**config.mk**
```make
export PLATFORM = sky130hd
export DESIGN_NAME = load_store_unit
export DESIGN_NICKNAME = d
export VERILOG_FILES = /design/src/rtl/load_store_unit.sv
export SDC_FILE = /design/constraint.sdc
export NUM_CORES = 1
export LEC_CHECK = 0
export ABC_CLOCK_PERIOD_IN_PS = 3500
export CORE_ASPECT_RATIO = 0.8
export CORE_UTILIZATION = 36
export CTS_CLUSTER_DIAMETER = 40
export DETAILED_ROUTE_END_ITERATION = 8
export HOLD_SLACK_MARGIN = 0.12
export PLACE_DENSITY = 0.71
export SETUP_SLACK_MARGIN = 0.3
export SYNTH_ARGS = -nofsm -noshare
export SYNTH_HDL_FRONTEND = slang
export SYNTH_SLANG_ARGS = --single-unit
```
**constraint.sdc**
```tcl
create_clock -name clk -period 3.5 [get_ports clk]
set_input_delay 0.7 -clock clk [delete_from_list [all_inputs] [get_ports clk]]
set_output_delay 0.7 -clock clk [all_outputs]
set_load 0.05 [all_outputs]
```
**src/rtl/load_store_unit.sv**
```systemverilog
// Multi-cycle load/store unit between an RV32I core and a word-wide memory bus.
// Optional feature macro: BUS_TIMEOUT_EN (aborts a BUSY access after TIMEOUT_CYCLES without ack).
module load_store_unit #(
    parameter int TIMEOUT_CYCLES = 255
) (
    input  logic        clk,
    input  logic        rst,
    input  logic        req_valid,
    input  logic        mem_write,
    input  logic [2:0]  DATAMEMControl,
    input  logic [31:0] addr,
    input  logic [31:0] wdata,
    output logic        stall,
    output logic [31:0] rdata,
    output logic        done,
    output logic        misalign_err,
    output logic        bus_err,
    output logic        bus_req,
    output logic        bus_we,
    output logic [31:0] bus_addr,
    output logic [3:0]  bus_be,
    output logic [31:0] bus_wdata,
    input  logic        bus_ack,
    input  logic [31:0] bus_rdata
);

    typedef enum logic [1:0] {
        IDLE = 2'b00,
        BUSY = 2'b01,
        DONE = 2'b10
    } state_t;

    state_t      state_r;
    state_t      state_s;
    logic [2:0]  ctl_r;
    logic [1:0]  ofs_r;
    logic        req_legal_s;
    logic        timeout_s;

    // Stores only use the signed size codes; halves need even, words need 4-byte alignment.
    function automatic logic is_legal(input logic we, input logic [2:0] ctl, input logic [1:0] ofs);
        logic ok;
        case (ctl)
            3'b000:  ok = 1'b1;
            3'b001:  ok = ~ofs[0];
            3'b010:  ok = (ofs == 2'b00);
            3'b100:  ok = ~we;
            3'b101:  ok = ~we & ~ofs[0];
            default: ok = 1'b0;
        endcase
        return ok;
    endfunction

    function automatic logic [3:0] byte_en(input logic [2:0] ctl, input logic [1:0] ofs);
        logic [3:0] be;
        case (ctl[1:0])
            2'b00:   be = 4'b0001 << ofs;
            2'b01:   be = ofs[1] ? 4'b1100 : 4'b0011;
            2'b10:   be = 4'b1111;
            default: be = 4'b0000;
        endcase
        return be;
    endfunction

    function automatic logic [31:0] lane_data(input logic [2:0] ctl, input logic [31:0] d);
        logic [31:0] v;
        case (ctl[1:0])
            2'b00:   v = {4{d[7:0]}};
            2'b01:   v = {2{d[15:0]}};
            2'b10:   v = d;
            default: v = 32'h0000_0000;
        endcase
        return v;
    endfunction

    function automatic logic [31:0] load_fmt(input logic [2:0] ctl, input logic [1:0] ofs,
                                             input logic [31:0] word);
        logic [31:0] shifted;
        logic [15:0] half;
        logic [31:0] v;
        shifted = word >> {ofs, 3'b000};
        half    = ofs[1] ? word[31:16] : word[15:0];
        case (ctl)
            3'b000:  v = {{24{shifted[7]}}, shifted[7:0]};
            3'b001:  v = {{16{half[15]}}, half};
            3'b010:  v = word;
            3'b100:  v = {24'h00_0000, shifted[7:0]};
            3'b101:  v = {16'h0000, half};
            default: v = 32'h0000_0000;
        endcase
        return v;
    endfunction

    assign req_legal_s = is_legal(mem_write, DATAMEMControl, addr[1:0]);
    assign stall       = ((state_r == IDLE) && req_valid) || (state_r == BUSY);

`ifdef BUS_TIMEOUT_EN
    logic [15:0] wait_cnt_r;

    // Terminal count is detected one cycle early so bus_req is high for exactly TIMEOUT_CYCLES cycles.
    assign timeout_s = (wait_cnt_r == 16'(TIMEOUT_CYCLES - 1));

    // Counts BUSY cycles without ack; idle clears it so each BUSY entry starts at zero.
    always_ff @(posedge clk) begin
        if (rst) begin
            wait_cnt_r <= 16'h0000;
        end else if (state_r != BUSY) begin
            wait_cnt_r <= 16'h0000;
        end else if (!bus_ack) begin
            wait_cnt_r <= wait_cnt_r + 16'h0001;
        end else begin
            wait_cnt_r <= wait_cnt_r;
        end
    end
`else
    assign timeout_s = 1'b0;
`endif

    // State register.
    always_ff @(posedge clk) begin
        if (rst) begin
            state_r <= IDLE;
        end else begin
            state_r <= state_s;
        end
    end

    // Next-state logic; ack takes priority over a coincident timeout.
    always_comb begin
        state_s = state_r;
        case (state_r)
            IDLE: begin
                if (req_valid) begin
                    state_s = req_legal_s ? BUSY : DONE;
                end else begin
                    state_s = IDLE;
                end
            end
            BUSY: begin
                if (bus_ack || timeout_s) begin
                    state_s = DONE;
                end else begin
                    state_s = BUSY;
                end
            end
            DONE:    state_s = IDLE;
            default: state_s = IDLE;
        endcase
    end

    // Registered bus, completion and result outputs.
    always_ff @(posedge clk) begin
        if (rst) begin
            done         <= 1'b0;
            misalign_err <= 1'b0;
            bus_err      <= 1'b0;
            bus_req      <= 1'b0;
            bus_we       <= 1'b0;
            bus_addr     <= 32'h0000_0000;
            bus_be       <= 4'b0000;
            bus_wdata    <= 32'h0000_0000;
            rdata        <= 32'h0000_0000;
            ctl_r        <= 3'b000;
            ofs_r        <= 2'b00;
        end else begin
            case (state_r)
                IDLE: begin
                    done         <= 1'b0;
                    misalign_err <= 1'b0;
                    bus_err      <= 1'b0;
                    if (req_valid) begin
                        ctl_r <= DATAMEMControl;
                        ofs_r <= addr[1:0];
                        if (req_legal_s) begin
                            bus_req   <= 1'b1;
                            bus_we    <= mem_write;
                            bus_addr  <= {addr[31:2], 2'b00};
                            bus_be    <= byte_en(DATAMEMControl, addr[1:0]);
                            bus_wdata <= lane_data(DATAMEMControl, wdata);
                        end else begin
                            misalign_err <= 1'b1;
                            done         <= 1'b1;
                            rdata        <= 32'h0000_0000;
                        end
                    end
                end
                BUSY: begin
                    if (bus_ack) begin
                        bus_req <= 1'b0;
                        bus_we  <= 1'b0;
                        done    <= 1'b1;
                        rdata   <= bus_we ? 32'h0000_0000 : load_fmt(ctl_r, ofs_r, bus_rdata);
                    end else if (timeout_s) begin
                        bus_req <= 1'b0;
                        bus_we  <= 1'b0;
                        done    <= 1'b1;
                        bus_err <= 1'b1;
                        rdata   <= 32'h0000_0000;
                    end
                end
                DONE: begin
                    done         <= 1'b0;
                    misalign_err <= 1'b0;
                    bus_err      <= 1'b0;
                end
                default: begin
                    done    <= 1'b0;
                    bus_req <= 1'b0;
                end
            endcase
        end
    end

endmodule

```
==> flow_summary.ini <==
[run_status]
status = finished, final reports clean

[critical_path]
crit_family = buffers and inverters
worst-setup-path-type = in -> out
max_stage_delay_ns = 0.50
crit_chain = clkdlybuf4s50_1 > nor3b_1 > buf_4 > nand2b_1 > buf_12
crit_path_end_kind = output port
critPathSlowestCell = clkdlybuf4s50_1
path_buf_inv = 3
path_max_fanout = 9
cp_data_required_time_ns = 2.80
cp-start-kind = input port
cp_data_arrival_time_ns = 1.95

[timing]
slew_viol_final = 0
post-route-period-util_pct = 75.8
relSlewSlack_pct = 41.7
finalHoldViolCount = 0
fmax_mhz = 377
worst_pin_slew_ns = 0.873
period_minus_slack_ns = 2.65
tns_ns = 0
final.setup_skew_ns = 0.00867
rsz0062_at_grt = no
setup_violations = 0
fin_ws_ns = 0.848

[synth]
ys_seq_area_share_pct = 46.4
syn_area_sq_um = 4700
synth_top_area_share_pct = 46.4
yosys.area.top_type = dfxtp_1
ys_ff_latch = 109
synth.area.top_cells = dfxtp_1 46%, a21oi_1 9.8%, nand2_1 6.0%
async_reset_ff_share_pct = 0
syn_avg_cell_area_sq_um = 8.41
synth.yosys.warnings = 0
synth_cells = 559
ys.flop_type = dfxtp_1
ys_types = 38
synth_edf_count = 0

[die]
core_sq_um = 12400
num_rows = 36
pin_count = 210
initial_core_util_pct = 37.8
die_h_um = 104
dieArea_sq_um = 13500
die_x_um = 130

[pwr]
power.share.sequential_pct = 43.9
ir_worst_vdd_v = 0.000280
p_leak_uw = 0.00246
p_sw_share_pct = 31.4
power_switching_uw = 961
comb_power_share_pct = 23.9
powerDensity_nw_per_um2 = 431
clock_power_share_pct = 32.3
intPower_uw = 2100

[clock_network]
cts_buffers = 9
htree_levels = 3
cts_setup_buffers = 0
clock_latency_ns = 0.35
clockRootBuffer = clkbuf_16
ctsHoldBuffers = 0
path_clk_slew_ns = 0.08
cts_buffer_depth = 2
cts_tree = built
cts.sink_count = 109
post_cts_resized = 0

[grt]
overflow = 0
antenna_found_initial = 0
grt_pass1_wl_mm = 24.9
grt_usage_pct = 23.5
first_global_vias = 4789
grt_max_degree = 51

[place]
post-place-ws_ns = 0.589
portBuffers = 206
dp_hpwl_mm = 11.3
gp_congestion = 0.908

[route]
wl_per_cell_um = 17.0
antenna_left = 0
finalWirelength_mm = 15.5
drc_errors = 0
dr.first_iter.drc_count = 302
firstDrtPassIters = 5
vias = 4826
vias_per_cell = 5.31

[worst_hold_path]
min_path_type = reg -> reg

[finish]
drive_above_1_share_pct = 4.88
fin_nets = 837
antenna_cells = 0
area_growth_pct = 51.0

[run]
cap_violations = 0
-- logic make-up after synthesis --
kind of cell	Yosys count	share of synthesized area, %
flip-flops	109	46.4
other	1	0.0798
buffers and inverters	58	6.20
AND/OR/NAND/NOR	186	18.9
multiplexers	10	2.16
AO/OA/AOI/OAI	195	26.3
-- routing by layer --
layer	global-route usage, %	vias to the layer above	wire length (um)
met5	0	-	0
met4	9.05	0	386
met3	8.49	28	1550
met2	36.1	222	6940
met1	29.7	2233	6610
li1	-	2343	-
-- cells in the mapped netlist, types with 2 or more instances --
| master | instances |
|---|---|
| o211ai_1 | 19 |
| buf_4 | 7 |
| nand2_1 | 75 |
| a21oi_1 | 92 |
| clkbuf_1 | 26 |
| nor2b_1 | 13 |
| mux2i_1 | 9 |
| nor3_1 | 12 |
| buf_1 | 4 |
| nand2b_1 | 4 |
| and3_1 | 9 |
| o21ai_1 | 18 |
| a221oi_1 | 9 |
| o21a_1 | 2 |
| dfxtp_1 | 109 |
| nor4bb_1 | 7 |
| o21ai_0 | 2 |
| a21o_1 | 3 |
| inv_1 | 3 |
| o2bb2ai_1 | 32 |
| nor2_1 | 49 |
| a211oi_1 | 8 |
| nand3_1 | 10 |
| a31oi_1 | 7 |
| buf_6 | 4 |
| buf_2 | 14 |
-- tightest hold or removal path, cell delays in order (launching register included) --
cell and delay, ns:
dfxtp_1 0.31, nand2_1 0.05, a21oi_1 0.05
-- sequential cells by signal, summed over array words and instances (netlist names) --
| signal | count |
|---|---|
| bus_req | 1 |
| bus_addr | 30 |
| misalign_err | 1 |
| bus_wdata | 32 |
| ofs_r | 2 |
| state_r | 2 |
| bus_be | 4 |
| done | 1 |
| ctl_r | 3 |
| rdata | 32 |
| bus_we | 1 |
-- placed cells by master, fill, tap and decap left out, types with 2 or more instances in the layout --
cell             instances
dfxtp_1                109
a21o_1                   3
a31oi_1                  7
and3_1                   9
o21ai_0                  2
clkbuf_16                9
a211oi_1                 8
o21ai_1                 17
o2bb2ai_1               32
nor2b_1                 12
nand3_1                 10
nor2_1                  49
nor3_1                  12
clkdlybuf4s50_1        204
a21oi_1                 92
buf_12                   2
inv_1                    3
buf_4                    9
clkinv_4                 3
conb_1                   3
o211ai_1                19
a221oi_1                 9
mux2i_1                  9
nand2b_1                 4
nand2_1                 75
nor4bb_1                 7
-- metrics by stage --
stage	cell area, sq um	power [uW]	hold slack, ns	utilization [%]	cells
finish	7100	3060	0.458	57.1	909
detailed placement	6810	2100	0.447	54.8	893
floorplan	4710	1810	0.460	-	561
global placement	6810	2080	0.442	54.8	893
global route	7100	3190	0.478	57.1	909
CTS	7100	3090	0.461	57.1	909
-- power groups by stage --
stage                     logic (uW)  clock network [uW]  registers, uW
after floorplan                  287                   0           1520
after global placement           717                   0           1370
after detailed placement         728                   0           1370
after CTS                        731                1020           1340
after global routing             782                1060           1350
final                            729                 987           1340
-- path summary, 6_finish.rpt --
kind                                                 from                         to  slack (ns)  cells after the start
worst max-delay path                            req_valid                      stall        0.85                      5
worst min-delay path            bus_addr[18]$_SDFFE_PP0P_  bus_addr[18]$_SDFFE_PP0P_        0.46                      2
worst max register to register      ofs_r[1]$_SDFFE_PP0P_     rdata[25]$_SDFFE_PP0P_        1.07                      5
worst min register to register  bus_addr[18]$_SDFFE_PP0P_  bus_addr[18]$_SDFFE_PP0P_        0.46                      2
-- area by class of cell --
type / instances / area [sq um]
Multi-Input combinational cell: 394 / 2250
Tap cell: 171 / 214
Clock inverter: 6 / 47.5
Fill cell: 1126 / 5340
Inverter: 3 / 11.3
Clock buffer: 10 / 239
Timing Repair Buffer: 216 / 2150
Sequential cell: 109 / 2180
Power figures use the tool's default switching activity.
